==> src/rtl/asmodee_boot_seq_if.sv <==
// Boot sequencer bus: the launch request and mask from the SoC side,
// plus the per-core control lines and status flags back from the sequencer.
interface asmodee_boot_seq_if #(
  parameter int N_CORES = 1
);
  logic               go_i;
  logic [N_CORES-1:0] en_mask_i;
  logic [N_CORES-1:0] core_rst_o;
  logic [N_CORES-1:0] core_boot_o;
  logic [N_CORES-1:0] core_start_o;
  logic               busy_o;
  logic               done_o;

  // SoC side: issues launch requests and observes the core lines
  modport master (
    output go_i, en_mask_i,
    input  core_rst_o, core_boot_o, core_start_o, busy_o, done_o
  );

  // Sequencer side
  modport slave (
    input  go_i, en_mask_i,
    output core_rst_o, core_boot_o, core_start_o, busy_o, done_o
  );
endinterface

==> src/rtl/asmodee_boot_seq.sv <==
// Boot sequencer for Asmodee asynchronous cores: reset hold, boot-address
// load, release, then one (optionally staggered) start pulse per enabled core.
// All core-facing outputs and status flags come straight from flops.
module asmodee_boot_seq #(
  parameter int N_CORES   = 1,
  parameter int RST_CYC   = 10,
  parameter int BOOT_CYC  = 5,
  parameter int START_DLY = 5,
  parameter int START_CYC = 1,
  parameter int STAGGER   = 0,
  parameter bit AUTO_BOOT = 1'b1
) (
  input logic              clk_i,
  input logic              rst_ni,
  asmodee_boot_seq_if.slave bus
);

  // Longest START phase: every core enabled, each one STAGGER after the last.
  localparam int START_MAX = (N_CORES - 1) * STAGGER + START_CYC;
  localparam int MAX_A     = (RST_CYC > BOOT_CYC) ? RST_CYC : BOOT_CYC;
  localparam int MAX_B     = (START_DLY > START_MAX) ? START_DLY : START_MAX;
  localparam int MAX_CNT   = (MAX_A > MAX_B) ? MAX_A : MAX_B;
  localparam int CW        = $clog2(MAX_CNT + 1);

  typedef enum logic [2:0] {
    IDLE,
    RST_HOLD,
    BOOT,
    GAP,
    START,
    RUN
  } state_e;

  state_e             state_q, state_d;
  logic [CW-1:0]      cnt_q, cnt_d;
  logic [N_CORES-1:0] mask_q, mask_d;
  logic [N_CORES-1:0] core_rst_q, core_rst_d;
  logic [N_CORES-1:0] core_boot_q, core_boot_d;
  logic [N_CORES-1:0] core_start_q, core_start_d;
  logic               busy_q, busy_d;
  logic               done_q, done_d;
  logic               launch;
  int                 rise_at [N_CORES];
  int                 start_total;
  int                 start_elapsed;
  int                 n_en;

  // Rise offset of each enabled core within START, and the START phase length.
  always_comb begin
    n_en = 0;
    for (int j = 0; j < N_CORES; j++) begin
      rise_at[j] = n_en * STAGGER;
      if (mask_q[j]) n_en = n_en + 1;
    end
    start_total = (n_en == 0) ? START_CYC : (n_en - 1) * STAGGER + START_CYC;
  end

  // Phase sequencing; a launch (go or auto-boot from IDLE) overrides everything.
  always_comb begin
    state_d = state_q;
    cnt_d   = cnt_q;
    mask_d  = mask_q;
    launch  = bus.go_i || (AUTO_BOOT && (state_q == IDLE));
    if (launch) begin
      state_d = RST_HOLD;
      cnt_d   = CW'(RST_CYC - 1);
      mask_d  = bus.en_mask_i;
    end else begin
      case (state_q)
        RST_HOLD: begin
          if (cnt_q == '0) begin
            state_d = BOOT;
            cnt_d   = CW'(BOOT_CYC - 1);
          end else begin
            cnt_d = cnt_q - CW'(1);
          end
        end
        BOOT: begin
          if (cnt_q == '0) begin
            state_d = GAP;
            cnt_d   = CW'(START_DLY - 1);
          end else begin
            cnt_d = cnt_q - CW'(1);
          end
        end
        GAP: begin
          if (cnt_q == '0) begin
            state_d = START;
            cnt_d   = CW'(start_total - 1);
          end else begin
            cnt_d = cnt_q - CW'(1);
          end
        end
        START: begin
          if (cnt_q == '0) begin
            state_d = RUN;
          end else begin
            cnt_d = cnt_q - CW'(1);
          end
        end
        default: ;
      endcase
    end
  end

  // Next output values derived from the upcoming state so they can be registered.
  always_comb begin
    core_rst_d    = '1;
    core_boot_d   = '0;
    core_start_d  = '0;
    busy_d        = 1'b0;
    done_d        = 1'b0;
    start_elapsed = start_total - 1 - int'(cnt_d);
    case (state_d)
      RST_HOLD: busy_d = 1'b1;
      BOOT: begin
        busy_d      = 1'b1;
        core_boot_d = mask_d;
      end
      GAP: begin
        busy_d     = 1'b1;
        core_rst_d = ~mask_d;
      end
      START: begin
        busy_d     = 1'b1;
        core_rst_d = ~mask_d;
        for (int j = 0; j < N_CORES; j++) begin
          core_start_d[j] = mask_d[j] && (start_elapsed >= rise_at[j]) &&
                            (start_elapsed < rise_at[j] + START_CYC);
        end
      end
      RUN: begin
        done_d     = 1'b1;
        core_rst_d = ~mask_d;
      end
      default: ;
    endcase
  end

  // State, counter, latched mask and registered outputs.
  always_ff @(posedge clk_i or negedge rst_ni) begin
    if (!rst_ni) begin
      state_q      <= IDLE;
      cnt_q        <= '0;
      mask_q       <= '0;
      core_rst_q   <= '1;
      core_boot_q  <= '0;
      core_start_q <= '0;
      busy_q       <= 1'b0;
      done_q       <= 1'b0;
    end else begin
      state_q      <= state_d;
      cnt_q        <= cnt_d;
      mask_q       <= mask_d;
      core_rst_q   <= core_rst_d;
      core_boot_q  <= core_boot_d;
      core_start_q <= core_start_d;
      busy_q       <= busy_d;
      done_q       <= done_d;
    end
  end

  assign bus.core_rst_o   = core_rst_q;
  assign bus.core_boot_o  = core_boot_q;
  assign bus.core_start_o = core_start_q;
  assign bus.busy_o       = busy_q;
  assign bus.done_o       = done_q;

endmodule

==> src/flat_wrapper.sv <==
// flat-port wrapper written by rule: the top's interface ports become plain ports
module asmodee_boot_seq_flat 
#(
  parameter int N_CORES   = 1,
  parameter int RST_CYC   = 10,
  parameter int BOOT_CYC  = 5,
  parameter int START_DLY = 5,
  parameter int START_CYC = 1,
  parameter int STAGGER   = 0,
  parameter bit AUTO_BOOT = 1'b1
)
  (clk_i, rst_ni, bus_go_i, bus_en_mask_i, bus_core_rst_o, bus_core_boot_o, bus_core_start_o, bus_busy_o, bus_done_o);
  asmodee_boot_seq_if #(.N_CORES(N_CORES)) bus_i ();
  input logic clk_i;
  input logic rst_ni;
  input wire logic [$bits(bus_i.go_i)-1:0] bus_go_i;
  input wire logic [$bits(bus_i.en_mask_i)-1:0] bus_en_mask_i;
  output wire logic [$bits(bus_i.core_rst_o)-1:0] bus_core_rst_o;
  output wire logic [$bits(bus_i.core_boot_o)-1:0] bus_core_boot_o;
  output wire logic [$bits(bus_i.core_start_o)-1:0] bus_core_start_o;
  output wire logic [$bits(bus_i.busy_o)-1:0] bus_busy_o;
  output wire logic [$bits(bus_i.done_o)-1:0] bus_done_o;
  assign bus_i.go_i = bus_go_i;
  assign bus_i.en_mask_i = bus_en_mask_i;
  assign bus_core_rst_o = bus_i.core_rst_o;
  assign bus_core_boot_o = bus_i.core_boot_o;
  assign bus_core_start_o = bus_i.core_start_o;
  assign bus_busy_o = bus_i.busy_o;
  assign bus_done_o = bus_i.done_o;
  asmodee_boot_seq #(.N_CORES(N_CORES), .RST_CYC(RST_CYC), .BOOT_CYC(BOOT_CYC), .START_DLY(START_DLY), .START_CYC(START_CYC), .STAGGER(STAGGER), .AUTO_BOOT(AUTO_BOOT)) u_core (.clk_i(clk_i), .rst_ni(rst_ni), .bus(bus_i));
endmodule
==> config.mk <==
export PLATFORM = sky130hd
export DESIGN_NAME = asmodee_boot_seq_flat
export DESIGN_NICKNAME = d
export VERILOG_FILES = /design/src/rtl/asmodee_boot_seq_if.sv /design/src/rtl/asmodee_boot_seq.sv /design/src/flat_wrapper.sv
export SDC_FILE = /design/constraint.sdc
export NUM_CORES = 1
export LEC_CHECK = 0
export CORE_MARGIN = 4
export CORE_UTILIZATION = 40
export CTS_BUF_LIST = sky130_fd_sc_hd__clkbuf_8 sky130_fd_sc_hd__clkbuf_16
export CTS_CLUSTER_SIZE = 16
export DETAILED_ROUTE_END_ITERATION = 12
export SYNTH_ARGS = -nofsm -noshare
export SYNTH_HDL_FRONTEND = slang
export SYNTH_SLANG_ARGS = --single-unit
==> constraint.sdc <==
create_clock -name clk_i -period 6.9 [get_ports clk_i]
set_input_delay 0.69 -clock clk_i [delete_from_list [all_inputs] [get_ports clk_i]]
set_output_delay 0.69 -clock clk_i [all_outputs]
set_load 0.05 [all_outputs]
==> results.cfg, run 1 <==
[route]
via_count = 641
initialDrtViolationCount = 12
wirelength_mm = 1.609
dr.pass1.iters = 4
viasPerCell = 5.723
wl_per_cell_um = 14.37
ant_nets = 0
drc = 0

[placement]
io_buffers = 8
post-place-ws_ns = 4.363
dp_hpwl_mm = 1.139
dp_cells = 108
gp_congestion = 0.7953

[worst_setup_path]
cp.buffers_inverters = 2
timing.rr.end = u_core.bus.core_start_o
critical_path.cell_chain = inv_1 > ha_1 > nor3b_2 > inv_1 > ha_1 > or3_1 > a221o_1 > nor4_2
worstPathMaxFanout = 6
startpoint_type = register
critPathMaxStageDelay_ns = 0.39
r2r_cells = 8
timing.rr.start = u_core.cnt_q[0]
slowest_stage = dfrtp_1
crit_family = simple AND/OR/NAND/NOR gates
cp.required_ns = 7.04
crit_path_end_kind = register
cp.arrival_ns = 2.68
crit_type = reg -> reg
timing.reg2reg.setup_slack_ns = 4.36

[pwr]
power_uw = 202.1
vdd_drop_max_uv = 140.6
pwr_density_cell_nw_per_um2 = 226.9
power.leakage_uw = 0.0003342

[final_layout]
synthToLayoutAreaGrowth_pct = 15.77
utilization = 0.4996
fill_cells = 178
nets = 94
drive_gt1_frac = 0.1264
antenna_cells = 0
final_cells = 112

[clocking]
cts_tree = yes
cts_setup_buffers = 0
cts-root-buf = clkbuf_8
cts.path.max_buffers = 2
clk_pin_slew_ns = 0.05
clk-insertion-delay-late_ns = 0.24
cts_buffers = 3
cts_hold_buf = 0
postCtsResizedCells = 0
htreeDepth = 1
cts.sinks = 13

[outcome]
status = finished clean

[floorplanning]
core-area_um2 = 1783
io_pins = 9
die-area_um2 = 2689
fp-row-count = 15
die_w_um = 51.86
die_h_um = 51.86
initial_core_util = 0.4316

[timing]
period_needed_ns = 2.542
worst_slew_pin_slew_ns = 0.6022
rsz0062_at_grt = no
relSlewSlack = 0.5972
finClkSkew_ns = 0.002315
tns_ns = 0
setup_viol = 0
layout_setup_ws_ns = 4.358
hold_viol = 0
drv_slew = 0
post-route-period-util = 0.3685
max_clock_freq_ghz = 0.3933

[global_route]
grt_max_degree = 18
grt-ovfl-total = 0
grt_pass1_wl_mm = 2.891
grt_pass1_vias = 631
grtUsageTotal = 0.1417
antenna_found_initial = 0

[synthesis]
syn_nets = 86
syn_inst = 80
yosys.cell_types.count = 36
synth_seq_area_share = 0.4244
netlist_area_um2 = 769.5
yosysWarningCount = 0
synth_area_per_cell_um2 = 9.619
synth-seq-cells = 13

[hold_path]
hold_path_end = u_core.mask_q
min-delay-start = u_core.mask_q
hold_class = reg -> reg
hold_path_depth = 1

[run]
drv_cap = 0
[cell usage after synthesis]
master	number	share of area
dfrtp_1	12	0.39
nor2_1	6	0.029
inv_1	5	0.024
nand2_1	5	0.024
a21oi_1	4	0.026
buf_4	4	0.039
nand3_1	4	0.026
o21ai_0	4	0.026
nor4_1	3	0.024
a221o_1	2	0.026
ha_1	2	0.033
nand4_1	2	0.016
nor3b_1	2	0.020
o21a_1	2	0.020
or3_1	2	0.016
a211o_1	1	0.011
a21o_1	1	0.0098
a221oi_2	1	0.020
a31oi_1	1	0.0081
a32o_1	1	0.013
buf_2	1	0.0065
dfstp_2	1	0.034
mux2_2	1	0.015
mux2i_1	1	0.013
nand3b_1	1	0.0098
nand4b_1	1	0.011
nor2_2	1	0.0081
nor3_1	1	0.0065
nor3b_2	1	0.016
nor4_2	1	0.016
nor4b_1	1	0.011
o211ai_1	1	0.0098
or2_2	1	0.0081
or3b_2	1	0.011
or4_1	1	0.0098
xor2_1	1	0.011
[how the worst max path moves through the flow]
stage | startpoint | endpoint | slack [ns] | cells after the start
finish | u_core.cnt_q[0] | u_core.bus.core_start_o | 4.36 | 8
global route | u_core.cnt_q[0] | u_core.bus.core_start_o | 4.16 | 8
CTS | u_core.cnt_q[0] | u_core.bus.core_start_o | 4.34 | 8
detailed placement | u_core.cnt_q[0] | u_core.bus.core_start_o | 4.36 | 8
global placement | u_core.cnt_q[0] | u_core.bus.core_start_o | 4.47 | 8
floorplan | u_core.cnt_q[0] | u_core.bus.core_start_o | 4.63 | 8
[final cells by class]
cell class / instances / area [um^2] / share of cell area
Multi-Input combinational cell: 57 / 389.1 / 0.4368
Sequential cell: 13 / 326.6 / 0.3666
Timing Repair Buffer: 8 / 80.08 / 0.08989
Clock buffer: 3 / 41.29 / 0.04635
Tap cell: 25 / 31.28 / 0.03511
Inverter: 5 / 18.77 / 0.02107
Clock inverter: 1 / 3.754 / 0.004213
[sequential cells by signal, indices dropped and copies added, names as in the netlist]
| name | count |
|---|---|
| u_core.bus.done_o | 1 |
| u_core.state_q | 3 |
| u_core.bus.core_start_o | 1 |
| u_core.mask_q | 1 |
| u_core.cnt_q | 4 |
| u_core.bus.busy_o | 1 |
| u_core.bus.core_rst_o | 1 |
| u_core.bus.core_boot_o | 1 |
[worst register-to-register path: cells and delay by family (launching register included)]
family | cells | cell delay [ns]
compound gates | 1 | 0.37
fa+ha+maj | 2 | 0.45
buf+inv | 2 | 0.26
flops | 1 | 0.39
simple gates | 3 | 0.97
[cells by family after synthesis]
family | share of synthesized area
muxes | 0.02764
DFF | 0.4244
buffers and inverters | 0.06992
and+or+nand+nor | 0.2650
adders and majority gates | 0.03252
AOI/OAI and AO/OA | 0.1691
xor gates and xnor gates | 0.01138
[where the power goes]
| part | switching (uW) | internal [uW] | leakage [uW] |
|---|---|---|---|
| Clock | 25.3 | 39.2 | 0.0000269 |
| Combinational | 23.8 | 20.5 | 0.000151 |
| Sequential | 10.7 | 82.7 | 0.000157 |
| Total | 59.8 | 142 | 0.000334 |
[through the flow]
stage | cell area (um^2) | hold WS, ns
floorplan | 769.5 | 0.3944
global placement | 845.8 | 0.5324
detailed placement | 845.8 | 0.5534
CTS | 890.9 | 0.5757
global route | 890.9 | 0.6060
finish | 890.9 | 0.5791
[cell usage in the layout (no fill, tap or decap), types with 3 or more instances in the layout]
| cell | count |
|---|---|
| nand3_1 | 4 |
| clkdlybuf4s50_1 | 8 |
| o21ai_0 | 4 |
| clkbuf_8 | 3 |
| dfrtp_1 | 12 |
| nand2_1 | 5 |
| nor2_1 | 6 |
| nor4_1 | 3 |
| inv_1 | 6 |
| a21oi_1 | 4 |
[per-layer routing]
metal	vias to the layer above	global-route usage	wire, um
met2	21	0.2176	772
met4	0	0.02620	0
li1	309	-	-
met1	311	0.2050	755
met3	0	0.02865	81
met5	-	0	0
(Power assumes the default switching activity.)
==> run 2, diff against run 1 <==
Clock period 6.9 ns to 2.3 ns, I/O delays scaled along.
==> results.cfg, run 2 (synthesis gave the netlist of run 1 again) <==
[timing]
finClkSkew_ns = 0.002013
drv_slew = 0
hold-worst-slack_ns = 0.3685
setup_viol = 0
relSlewSlack = 0.5992
post-route-period-util = 0.9114
worst_slew_pin_slew_ns = 0.5993
max_clock_freq_ghz = 0.4771
period_needed_ns = 2.096
rsz0062_at_grt = no
tns_ns = 0
hold_viol = 0

[pwr]
pwr_density_cell_nw_per_um2 = 678.8
swShare = 0.3015
p_seq_frac = 0.433
p_int_uw = 440.2
power.leakage_uw = 0.0003596
power_uw = 630.2
vdd_drop_max_uv = 487.9
clkPwrFrac = 0.314
switchingPower_uw = 190.0
comb_power_share = 0.253

[clocking]
postCtsResizedCells = 0
cts.sinks = 13
cts-root-buf = clkbuf_8
cts.path.max_buffers = 2
cts_buffers = 3
cts_setup_buffers = 0
clk-insertion-delay-late_ns = 0.24
cts_hold_buf = 0
cts_tree = yes
htreeDepth = 1
clk_pin_slew_ns = 0.06

[final_layout]
stdcell_area_um2 = 928.4
synthToLayoutAreaGrowth_pct = 20.65
antenna_cells = 0
largest_reg_flops = 4
drive_gt1_frac = 0.1739
layout_common_cells = dfrtp_1 (12), clkdlybuf4s50_1 (8), inv_1 (6), nor2_1 (6)
fill_cells = 164
regMostFlops = u_core.cnt_q
seqCellArea_um2 = 326.6
reg_top3 = u_core.cnt_q x4, u_core.state_q x3
final_cells = 117
nets = 99
multi_input_area_um2 = 389.1
final_common_cell = dfrtp_1

[worst_setup_path]
r2r_cells = 8
crit_type = reg -> reg
cp.arrival_ns = 2.25
timing.rr.end = u_core.bus.core_start_o
cp.required_ns = 2.45
timing.reg2reg.setup_slack_ns = 0.20
worstPathMaxFanout = 3
crit_path_end_kind = register
timing.rr.start = u_core.cnt_q[0]
startpoint_type = register

[run]
drv_cap = 0

[global_route]
grt_pass1_wl_mm = 3.118
grt-ovfl-total = 0
grtUsageTotal = 0.1570
grt_pass1_vias = 697
antenna_found_initial = 0
grt_max_degree = 16

[placement]
dp_cells = 113
io_buffers = 8
gp_congestion = 0.8239
dp_hpwl_mm = 1.250
placed_area_um2 = 883.3

[route]
viasPerCell = 5.547
ant_nets = 0
dr.pass1.iters = 4
initialDrtViolationCount = 6
via_count = 649
wl_per_cell_um = 14.75
wirelength_mm = 1.726
drc = 0

[floorplanning]
die_w_um = 51.86
fp-row-count = 15
core-area_um2 = 1783
initial_core_util = 0.4316
die_h_um = 51.86
io_pins = 9
die-area_um2 = 2689

[outcome]
status = finished clean

[hold_path]
hold_class = in -> async
==> run 2: cell types whose count changed in the layout (fill, tap and decap cells not counted), sizes merged <==
| cell | before | now |
|---|---|---|
| buf | 0 | 5 |
==> run 2: critical path, cell delays in order, from the launching register on <==
cell and delay (ns):
dfrtp_1 0.38, inv_1 0.08, ha_1 0.16, nor3b_2 0.18, inv_1 0.08, ha_1 0.18
or3_1 0.39, a221o_1 0.36, nor4_2 0.20
==> run 2: power groups by stage <==
stage / logic (uW) / registers (uW) / clock network [uW]
6_report: 160 / 273 / 198
5_1_grt: 180 / 276 / 217
4_1_cts: 160 / 273 / 203
3_5_place_dp: 159 / 276 / 0
3_3_place_gp: 156 / 276 / 0
2_1_floorplan: 115 / 270 / 0
==> run 2: layer usage <==
| metal | vias to the layer above | part of all wire | global-route usage |
|---|---|---|---|
| met5 | - | 0 | 0 |
| met4 | 0 | 0.0046 | 0.08734 |
| met3 | 2 | 0.030 | 0.03152 |
| met2 | 8 | 0.49 | 0.2531 |
| met1 | 318 | 0.47 | 0.1938 |
| li1 | 321 | - | - |
==> run 2: area by class of cell <==
cell class                      count  area share
Tap cell                           25     0.03369
Multi-Input combinational cell     57      0.4191
Inverter                            5     0.02022
Timing Repair Buffer               13      0.1267
Sequential cell                    13      0.3518
Clock inverter                      1    0.004043
Clock buffer                        3     0.04447
==> run 2: worst max-delay path by stage <==
stage	from	endpoint	slack (ns)	depth (start not counted)
6_report	u_core.cnt_q[0]	u_core.bus.core_start_o	0.20	8
5_1_grt	u_core.cnt_q[0]	u_core.bus.core_start_o	0.05	8
4_1_cts	u_core.cnt_q[0]	u_core.bus.core_start_o	0.19	8
3_5_place_dp	u_core.cnt_q[0]	u_core.bus.core_start_o	0.21	8
3_3_place_gp	u_core.cnt_q[0]	u_core.bus.core_start_o	0.25	8
2_1_floorplan	u_core.cnt_q[0]	u_core.bus.core_start_o	0.03	8
==> run 2: per-stage QoR <==
stage | setup slack (ns) | util
3_3_place_gp | 0.2529 | 0.4954
2_1_floorplan | 0.02820 | -
3_5_place_dp | 0.2094 | 0.4954
6_report | 0.2038 | 0.5207
4_1_cts | 0.1853 | 0.5207
5_1_grt | 0.04687 | 0.5207
==> run 3, diff against run 2 <==
Settings changed: CTS_CLUSTER_DIAMETER from default to 100, MAX_ROUTING_LAYER from default to met4.
==> results.cfg, run 3 (synthesis gave the netlist of run 1 again) <==
[outcome]
status = finished clean

[clocking]
cts-root-buf = clkbuf_8
cts.path.max_buffers = 2
clk-insertion-delay-late_ns = 0.25
cts_tree = yes
cts.sinks = 13
postCtsResizedCells = 0
htreeDepth = 1
clk_pin_slew_ns = 0.06
cts_hold_buf = 0
cts_buffers = 3
cts_setup_buffers = 0

[global_route]
grtUsageTotal = 0.1617
grt_most_used_layer = met2
grt_pass1_wl_mm = 3.118
grt_pass1_vias = 700
grt_max_degree = 16
met1_usage = 0.1975
met2_usage = 0.2531
antenna_found_initial = 0
grt_use_met3 = 0.02865
grt-ovfl-total = 0

[timing]
drv_slew = 0
max_clock_freq_ghz = 0.4781
tns_ns = 0
setup_viol = 0
worst_slew_pin_slew_ns = 0.6013
finClkSkew_ns = 0.003430
relSlewSlack = 0.5979
hold_viol = 0
post-route-period-util = 0.9095
period_needed_ns = 2.092
rsz0062_at_grt = no

[worst_setup_path]
crit_type = reg -> reg
timing.reg2reg.setup_slack_ns = 0.21
cp.required_ns = 2.46
startpoint_type = register
cp.arrival_ns = 2.25
worstPathMaxFanout = 3
crit_path_end_kind = register

[final_layout]
multi_input_area_um2 = 389.1
antenna_cells = 0
nets = 99
final_common_cell = dfrtp_1
layout_common_cells = dfrtp_1 (12), clkdlybuf4s50_1 (8), inv_1 (6), nor2_1 (6)
largest_reg_flops = 4
fill_cells = 164
reg_top3 = u_core.cnt_q x4, u_core.state_q x3
drive_gt1_frac = 0.1739
regMostFlops = u_core.cnt_q
seqCellArea_um2 = 326.6
stdcell_area_um2 = 928.4
synthToLayoutAreaGrowth_pct = 20.65

[route]
wirelength_mm = 1.764
via_count = 671
ant_nets = 0
wl_per_cell_um = 15.08
viasPerCell = 5.735
drc = 0
initialDrtViolationCount = 6
dr.pass1.iters = 4

[run]
drv_cap = 0

[pwr]
pwr_density_cell_nw_per_um2 = 684.2
power_uw = 635.2
power.leakage_uw = 0.0003596
vdd_drop_max_uv = 486.9

[floorplanning]
die_w_um = 51.86
core-area_um2 = 1783
fp-row-count = 15
die_h_um = 51.86
die-area_um2 = 2689
io_pins = 9
initial_core_util = 0.4316

[hold_path]
hold_class = in -> async

[placement]
gp_congestion = 0.8364
placed_area_um2 = 883.3
dp_hpwl_mm = 1.250
io_buffers = 8
-- run 3: worst paths after layout --
check / from / end / depth (start not counted)
max reg2reg: u_core.cnt_q[0] / u_core.bus.core_start_o / 8
max in group asynchronous: rst_ni / u_core.state_q[2] / 1
min: rst_ni / u_core.bus.core_start_o / 1
min in group clk_i: u_core.mask_q / u_core.mask_q / 1
max: u_core.cnt_q[0] / u_core.bus.core_start_o / 8
min reg2reg: u_core.mask_q / u_core.mask_q / 1
-- run 3: worst max-delay path, stage by stage (launching register included) --
cell and delay [ns]:
dfrtp_1 0.38, inv_1 0.08, ha_1 0.16, nor3b_2 0.18
inv_1 0.08, ha_1 0.18, or3_1 0.39, a221o_1 0.37
nor4_2 0.19
-- run 3: power by group --
| group | switching [uW] | internal (uW) |
|---|---|---|
| registers | 24.5 | 248 |
| clock network | 84.9 | 118 |
| logic | 85.4 | 74.2 |
| total | 195 | 440 |
-- run 3: per-layer routing --
layer / routed length [um] / share of wire
met1: 836 / 0.47
met5: 0 / 0
met3: 49 / 0.028
met4: 34 / 0.019
met2: 843 / 0.48
-- run 3: layout make-up --
type,instances,area share
Timing Repair Buffer,13,0.1267
Clock inverter,1,0.004043
Tap cell,25,0.03369
Multi-Input combinational cell,57,0.4191
Clock buffer,3,0.04447
Sequential cell,13,0.3518
Inverter,5,0.02022
-- run 3: stage by stage --
stage | worst slack, ns | instances | utilization | hold slack [ns]
2_1_floorplan | 0.02820 | 80 | - | -0.06559
3_3_place_gp | 0.2529 | 113 | 0.4954 | 0.5287
3_5_place_dp | 0.2094 | 113 | 0.4954 | 0.5603
4_1_cts | 0.1853 | 117 | 0.5207 | 0.3922
5_1_grt | 0.04687 | 117 | 0.5207 | 0.4061
6_report | 0.2083 | 117 | 0.5207 | 0.3626
